File: src/rtl/cc_branch_unit_pkg.sv
// m68k_cond_pkg: condition codes, request modes, FSM states and CCR bit positions for cc_branch_unit
package m68k_cond_pkg;
  localparam logic [3:0] CC_T  = 4'h0;
  localparam logic [3:0] CC_F  = 4'h1;
  localparam logic [3:0] CC_HI = 4'h2;
  localparam logic [3:0] CC_LS = 4'h3;
  localparam logic [3:0] CC_CC = 4'h4;
  localparam logic [3:0] CC_CS = 4'h5;
  localparam logic [3:0] CC_NE = 4'h6;
  localparam logic [3:0] CC_EQ = 4'h7;
  localparam logic [3:0] CC_VC = 4'h8;
  localparam logic [3:0] CC_VS = 4'h9;
  localparam logic [3:0] CC_PL = 4'hA;
  localparam logic [3:0] CC_MI = 4'hB;
  localparam logic [3:0] CC_GE = 4'hC;
  localparam logic [3:0] CC_LT = 4'hD;
  localparam logic [3:0] CC_GT = 4'hE;
  localparam logic [3:0] CC_LE = 4'hF;
  localparam logic [1:0] MODE_BCC    = 2'b00;
  localparam logic [1:0] MODE_SCC    = 2'b01;
  localparam logic [1:0] MODE_DBCC   = 2'b10;
  localparam logic [1:0] MODE_TRAPCC = 2'b11;
  localparam int CCR_N = 3;
  localparam int CCR_Z = 2;
  localparam int CCR_V = 1;
  localparam int CCR_C = 0;
  typedef enum logic [1:0] {ST_IDLE, ST_EVAL, ST_DEC, ST_RESP} state_t;
endpackage

File: src/rtl/cc_branch_unit_if.sv
// cc_branch_unit_if: request and response handshakes between sequencer and branch unit
interface cc_branch_unit_if #(parameter int CNT_W = 16);
  logic             req_valid;
  logic             req_ready;
  logic [1:0]       req_mode;
  logic [3:0]       req_cond;
  logic [CNT_W-1:0] req_count;
  logic             rsp_valid;
  logic             rsp_ready;
  logic             rsp_taken;
  logic             rsp_trap;
  logic [7:0]       rsp_scc;
  logic [CNT_W-1:0] rsp_count;
  logic             rsp_cnt_we;
  modport master (
    output req_valid, req_mode, req_cond, req_count, rsp_ready,
    input  req_ready, rsp_valid, rsp_taken, rsp_trap, rsp_scc, rsp_count, rsp_cnt_we
  );
  modport slave (
    input  req_valid, req_mode, req_cond, req_count, rsp_ready,
    output req_ready, rsp_valid, rsp_taken, rsp_trap, rsp_scc, rsp_count, rsp_cnt_we
  );
endinterface

File: src/rtl/cc_branch_unit_cc_test.sv
// cc_test: evaluates one of the 16 Motorola condition tests against N,Z,V,C
module cc_test
  import m68k_cond_pkg::*;
(
  input  logic [3:0] cond_i,
  input  logic [3:0] nzvc_i,
  output logic       pass_o
);
  logic n, z, v, c;
  assign n = nzvc_i[CCR_N];
  assign z = nzvc_i[CCR_Z];
  assign v = nzvc_i[CCR_V];
  assign c = nzvc_i[CCR_C];
  // decode the condition into its flag expression
  always_comb begin
    pass_o = 1'b0;
    case (cond_i)
      CC_T:  pass_o = 1'b1;
      CC_F:  pass_o = 1'b0;
      CC_HI: pass_o = ~c & ~z;
      CC_LS: pass_o = c | z;
      CC_CC: pass_o = ~c;
      CC_CS: pass_o = c;
      CC_NE: pass_o = ~z;
      CC_EQ: pass_o = z;
      CC_VC: pass_o = ~v;
      CC_VS: pass_o = v;
      CC_PL: pass_o = ~n;
      CC_MI: pass_o = n;
      CC_GE: pass_o = n ~^ v;
      CC_LT: pass_o = n ^ v;
      CC_GT: pass_o = ~z & (n ~^ v);
      CC_LE: pass_o = z | (n ^ v);
      default: pass_o = 1'b0;
    endcase
  end
endmodule

File: src/rtl/cc_branch_unit.sv
// cc_branch_unit: CCR copy plus Bcc/Scc/DBcc/TRAPcc resolver with DBcc counter decrement
module cc_branch_unit
  import m68k_cond_pkg::*;
#(
  parameter int               CNT_W   = 16,
  parameter int               CCR_W   = 8,
  parameter logic [CCR_W-1:0] CCR_RST = '0,
  parameter bit               FORWARD = 1'b1
) (
  input  logic             clk,
  input  logic             rst_n,
  input  logic             ccr_we_i,
  input  logic [CCR_W-1:0] ccr_wdata_i,
  output logic [CCR_W-1:0] ccr_q_o,
  cc_branch_unit_if.slave  bus
);
  state_t           state_q;
  logic [CCR_W-1:0] ccr_q, ccr_d;
  logic [1:0]       mode_q;
  logic [3:0]       cond_q;
  logic [CNT_W-1:0] count_q, count_d, rsp_count_q;
  logic             req_ready_q, rsp_valid_q, taken_q, trap_q, cnt_we_q;
  logic [7:0]       scc_q;
  logic [3:0]       nzvc;
  logic             pass, dec_taken;
  assign ccr_d     = ccr_we_i ? ccr_wdata_i : ccr_q;
  assign nzvc      = (FORWARD && ccr_we_i) ? ccr_wdata_i[3:0] : ccr_q[3:0];
  assign count_d   = count_q - CNT_W'(1);
  assign dec_taken = count_d != '1;
  cc_test u_test (.cond_i(cond_q), .nzvc_i(nzvc), .pass_o(pass));
  // architectural CCR copy, written whenever strobed regardless of FSM state
  always_ff @(posedge clk or negedge rst_n) begin
    if (!rst_n) ccr_q <= CCR_RST;
    else        ccr_q <= ccr_d;
  end
  // request FSM with registered handshake and response outputs
  always_ff @(posedge clk or negedge rst_n) begin
    if (!rst_n) begin
      state_q     <= ST_IDLE;
      mode_q      <= MODE_BCC;
      cond_q      <= CC_T;
      count_q     <= '0;
      req_ready_q <= 1'b1;
      rsp_valid_q <= 1'b0;
      taken_q     <= 1'b0;
      trap_q      <= 1'b0;
      scc_q       <= 8'h00;
      rsp_count_q <= '0;
      cnt_we_q    <= 1'b0;
    end else begin
      case (state_q)
        ST_IDLE: if (bus.req_valid) begin
          mode_q      <= bus.req_mode;
          cond_q      <= bus.req_cond;
          count_q     <= bus.req_count;
          req_ready_q <= 1'b0;
          state_q     <= ST_EVAL;
        end
        ST_EVAL: if (mode_q == MODE_DBCC && !pass) begin
          state_q <= ST_DEC;
        end else begin
          rsp_valid_q <= 1'b1;
          taken_q     <= pass && (mode_q == MODE_BCC || mode_q == MODE_SCC);
          trap_q      <= pass && mode_q == MODE_TRAPCC;
          scc_q       <= (pass && mode_q == MODE_SCC) ? 8'hFF : 8'h00;
          rsp_count_q <= count_q;
          cnt_we_q    <= 1'b0;
          state_q     <= ST_RESP;
        end
        ST_DEC: begin
          rsp_valid_q <= 1'b1;
          taken_q     <= dec_taken;
          trap_q      <= 1'b0;
          scc_q       <= 8'h00;
          rsp_count_q <= count_d;
          cnt_we_q    <= 1'b1;
          state_q     <= ST_RESP;
        end
        ST_RESP: if (bus.rsp_ready) begin
          rsp_valid_q <= 1'b0;
          taken_q     <= 1'b0;
          trap_q      <= 1'b0;
          scc_q       <= 8'h00;
          rsp_count_q <= '0;
          cnt_we_q    <= 1'b0;
          req_ready_q <= 1'b1;
          state_q     <= ST_IDLE;
        end
        default: state_q <= ST_IDLE;
      endcase
    end
  end
  assign ccr_q_o        = ccr_q;
  assign bus.req_ready  = req_ready_q;
  assign bus.rsp_valid  = rsp_valid_q;
  assign bus.rsp_taken  = taken_q;
  assign bus.rsp_trap   = trap_q;
  assign bus.rsp_scc    = scc_q;
  assign bus.rsp_count  = rsp_count_q;
  assign bus.rsp_cnt_we = cnt_we_q;
endmodule
File: src/flat_wrapper.sv
// flat-port wrapper written by rule: the top's interface ports become plain ports
module cc_branch_unit_flat import m68k_cond_pkg::*;
#(
  parameter int               CNT_W   = 16,
  parameter int               CCR_W   = 8,
  parameter logic [CCR_W-1:0] CCR_RST = '0,
  parameter bit               FORWARD = 1'b1
)
  (clk, rst_n, ccr_we_i, ccr_wdata_i, ccr_q_o, bus_req_valid, bus_req_mode, bus_req_cond, bus_req_count, bus_rsp_ready, bus_req_ready, bus_rsp_valid, bus_rsp_taken, bus_rsp_trap, bus_rsp_scc, bus_rsp_count, bus_rsp_cnt_we);
  cc_branch_unit_if #(.CNT_W(CNT_W)) bus_i ();
  input  logic clk;
  input  logic rst_n;
  input  logic ccr_we_i;
  input  logic [CCR_W-1:0] ccr_wdata_i;
  output logic [CCR_W-1:0] ccr_q_o;
  input wire logic [$bits(bus_i.req_valid)-1:0] bus_req_valid;
  input wire logic [$bits(bus_i.req_mode)-1:0] bus_req_mode;
  input wire logic [$bits(bus_i.req_cond)-1:0] bus_req_cond;
  input wire logic [$bits(bus_i.req_count)-1:0] bus_req_count;
  input wire logic [$bits(bus_i.rsp_ready)-1:0] bus_rsp_ready;
  output wire logic [$bits(bus_i.req_ready)-1:0] bus_req_ready;
  output wire logic [$bits(bus_i.rsp_valid)-1:0] bus_rsp_valid;
  output wire logic [$bits(bus_i.rsp_taken)-1:0] bus_rsp_taken;
  output wire logic [$bits(bus_i.rsp_trap)-1:0] bus_rsp_trap;
  output wire logic [$bits(bus_i.rsp_scc)-1:0] bus_rsp_scc;
  output wire logic [$bits(bus_i.rsp_count)-1:0] bus_rsp_count;
  output wire logic [$bits(bus_i.rsp_cnt_we)-1:0] bus_rsp_cnt_we;
  assign bus_i.req_valid = bus_req_valid;
  assign bus_i.req_mode = bus_req_mode;
  assign bus_i.req_cond = bus_req_cond;
  assign bus_i.req_count = bus_req_count;
  assign bus_i.rsp_ready = bus_rsp_ready;
  assign bus_req_ready = bus_i.req_ready;
  assign bus_rsp_valid = bus_i.rsp_valid;
  assign bus_rsp_taken = bus_i.rsp_taken;
  assign bus_rsp_trap = bus_i.rsp_trap;
  assign bus_rsp_scc = bus_i.rsp_scc;
  assign bus_rsp_count = bus_i.rsp_count;
  assign bus_rsp_cnt_we = bus_i.rsp_cnt_we;
  cc_branch_unit #(.CNT_W(CNT_W), .CCR_W(CCR_W), .CCR_RST(CCR_RST), .FORWARD(FORWARD)) u_core (.clk(clk), .rst_n(rst_n), .ccr_we_i(ccr_we_i), .ccr_wdata_i(ccr_wdata_i), .ccr_q_o(ccr_q_o), .bus(bus_i));
endmodule
File: config.mk
export PLATFORM = sky130hd
export DESIGN_NAME = cc_branch_unit_flat
export DESIGN_NICKNAME = d
export VERILOG_FILES = /design/src/rtl/cc_branch_unit_pkg.sv /design/src/rtl/cc_branch_unit_if.sv /design/src/rtl/cc_branch_unit_cc_test.sv /design/src/rtl/cc_branch_unit.sv /design/src/flat_wrapper.sv
export SDC_FILE = /design/constraint.sdc
export NUM_CORES = 1
export LEC_CHECK = 0
export CAP_MARGIN = 10
export CORE_ASPECT_RATIO = 1.4
export CORE_MARGIN = 2
export CORE_UTILIZATION = 50
export CTS_CLUSTER_DIAMETER = 50
export DETAILED_ROUTE_END_ITERATION = 12
export GPL_ROUTABILITY_DRIVEN = 0
export PLACE_DENSITY = 0.8
export RECOVER_POWER = 100
export SETUP_SLACK_MARGIN = 0.1
export SKIP_CTS_REPAIR_TIMING = 1
export SLEW_MARGIN = 20
export SYNTH_ARGS = -nofsm -noshare
export SYNTH_HDL_FRONTEND = slang
export SYNTH_HIERARCHICAL = 1
export SYNTH_SLANG_ARGS = --single-unit
File: constraint.sdc
create_clock -name clk -period 3.2 [get_ports clk]
set_clock_uncertainty 0.1 [all_clocks]
set_input_delay 0.96 -clock clk [delete_from_list [all_inputs] [get_ports clk]]
set_output_delay 0.96 -clock clk [all_outputs]
set_load 0.01 [all_outputs]
==> flow_summary.json <==
{
  "required_ns": 3.28,
  "power.switching_mw": 1.90,
  "vdd_drop_max_uv": 607,
  "critPathMaxFanout": 5,
  "final_nets": 415,
  "rows": 33,
  "synth_top_area_frac": 0.431,
  "drc": 0,
  "grt_pass1_vias": 2456,
  "synth-edff-count": 0,
  "internal_power_mw": 2.47,
  "mostFrequentLayoutCells": "65 x clkdlybuf4s50_1, 53 x dfrtp_1, 27 x mux2_2",
  "hold_path.class": "reg -> reg",
  "cts_buffer_depth": 2,
  "p_total_mw": 4.37,
  "pre_cts_slack_ns": -0.796,
  "synth_seq_cells": 54,
  "ys_seq_area_frac": 0.440,
  "die_y_um": 96.8,
  "power.share.clock": 0.083,
  "rsz0062_at_grt": "true",
  "htreeDepth": 2,
  "grt_first_pass_wirelength_um": 11800,
  "finalCritPeriodShare": 0.981,
  "seq_power_share": 0.329,
  "post_drt_wl_per_cell_um": 17.3,
  "syn_area_um2": 3080,
  "rr_worst_depth": 9,
  "drive_gt1_frac": 0.243,
  "setup_slack_ns": 0.0604,
  "wirelength_um": 7670,
  "initial_core_util": 0.521,
  "numClockSinks": 54,
  "avgViaCountPerCell": 5.77,
  "relSlewSlack": 0.270,
  "outcome": "finished, final reports clean",
  "tightest_slew_ns": 1.09,
  "endpoint_kind": "flip-flop",
  "final_util": 0.712,
  "n_antenna_cell": 0,
  "p_per_area_nw_per_um2": 1040,
  "clk_latency_ns": 0.30,
  "cts_root_buffer": "clkbuf_8",
  "fin_hold_ws_ns": 0.391,
  "power_frac_comb": 0.588,
  "report.final.slew_viol_count": 0,
  "cap_violations": 0,
  "area_growth_pct": 36.7,
  "path_class": "in -> reg",
  "core-area_um2": 5900,
  "synthesis.nets": 346,
  "multi_input_area_um2": 1710,
  "port_buffers": 71,
  "fin_crit_ns": 3.14,
  "hold_depth": 2,
  "max_freq_ghz": 0.319,
  "firstDrtPassIters": 5,
  "die_w_um": 70.3,
  "regArea_um2": 1350,
  "final_antenna_net_count": 0,
  "synth_area_leaders": "dfrtp_1 43%, mux2_2 11%, o21ai_0 3.4%",
  "finalSetupViolCount": 0,
  "cts_tree": "done",
  "die_area_um2": 6800,
  "vias": 2561,
  "startpoint_type": "input port",
  "hpwl_um": 5360,
  "overflow": 0,
  "synthCells": 304,
  "track_usage": 0.214,
  "switching_share": 0.434,
  "rrSetupSlack_ns": 0.44,
  "syn_area_per_cell_um2": 10.1,
  "leakage_nw": 1.73,
  "drt-initial-drc-count": 190,
  "async_flop_share": 1.00,
  "yosys_warnings": 6,
  "hold_viol_final": 0,
  "yosys.area.top_type": "dfrtp_1",
  "worstPathArrival_ns": 3.22,
  "clk_pin_slew_ns": 0.09,
  "ioPinCount": 72,
  "cts_buffers": 5,
  "synth.distinct_cells": 51,
  "num-fill-cells": 435,
  "synth_ff_type": "dfrtp_1",
  "grt_start_max_net_pins": 40,
  "antenna_found_initial": 0,
  "layout_commonest_cell": "clkdlybuf4s50_1"
}
[cell usage after synthesis, types with 4 or more instances]
master,count
buf_4,7
nand2_1,20
xor2_1,9
a221oi_1,5
nand3b_1,5
xnor2_1,4
mux2_2,31
ha_1,7
buf_2,4
dfrtp_1,53
a21oi_1,14
clkbuf_1,13
nand4_1,6
o21ai_0,21
nor3b_1,5
a31oi_1,9
nor2_1,23
nor3_1,6
mux2i_1,5
inv_1,13
[final timing paths]
kind                                          from                        to
hold reg to reg            u_core/bus.rsp_count[0]   u_core/bus.rsp_count[0]
max in group asynchronous                    rst_n          u_core/cond_q[1]
hold / removal             u_core/bus.rsp_count[0]   u_core/bus.rsp_count[0]
min in group asynchronous                    rst_n     u_core/bus.rsp_scc[6]
setup / recovery                          ccr_we_i      u_core/bus.rsp_taken
setup reg to reg                  u_core/cond_q[0]  u_core/bus.rsp_count[14]
[layer usage]
layer	routed length [µm]	GRT usage
met5	0	0
met4	212	0.0902
met3	282	0.0292
met2	4120	0.368
met1	3050	0.265
[area by class of cell]
class,count,area share
well taps,70,0.0208
flip-flops and latches,54,0.322
multi-input cells,209,0.407
clock buffers,8,0.0191
repair buffers,90,0.220
inverters,13,0.0116
[critical path, cell delays in order]
cell and delay (ns):
buf_12 0.11, mux2_4 0.32, xor2_2 0.16, mux2i_2 0.32
a21oi_2 0.10, o22ai_2 0.22, nor3b_2 0.10, a211o_2 0.39
a21oi_2 0.11, nand3_1 0.08, nor4b_2 0.24, a21oi_1 0.09
[stage by stage]
stage	instance area (µm²)	std cells	TNS, ns
after global routing	4200	444	-0.108
after detailed placement	3860	431	-15.36
final	4200	444	0
after CTS	3940	439	-8.38
after floorplan	3150	304	-2.23
after global placement	3860	431	-13.12
[power by group through the flow]
stage	sequential [mW]	combinational, mW	clock, mW
finish	1.44	2.57	0.364
global placement	1.39	2.05	0
global route	1.49	2.78	0.404
CTS	1.39	2.13	0.378
floorplan	1.26	1.56	0
detailed placement	1.41	2.12	0
[logic make-up after synthesis]
kind of cell    Yosys count  share of synthesized area
buf+inv                  41                     0.0651
compound gates           67                      0.135
fa+ha+maj                 7                     0.0285
xor+xnor                 14                     0.0443
flops                    54                      0.440
simple gates             85                      0.157
mux                      36                      0.130
[state kept, by name, indices dropped and copies added, names as in the netlist, 2 cells and up]
name                  cells
u_core/cond_q             4
u_core/state_q            2
u_core/ccr_q_o            8
u_core/mode_q             2
u_core/count_q           16
u_core/bus.rsp_count     16
Note: power is estimated with default switching activity, not from simulation.
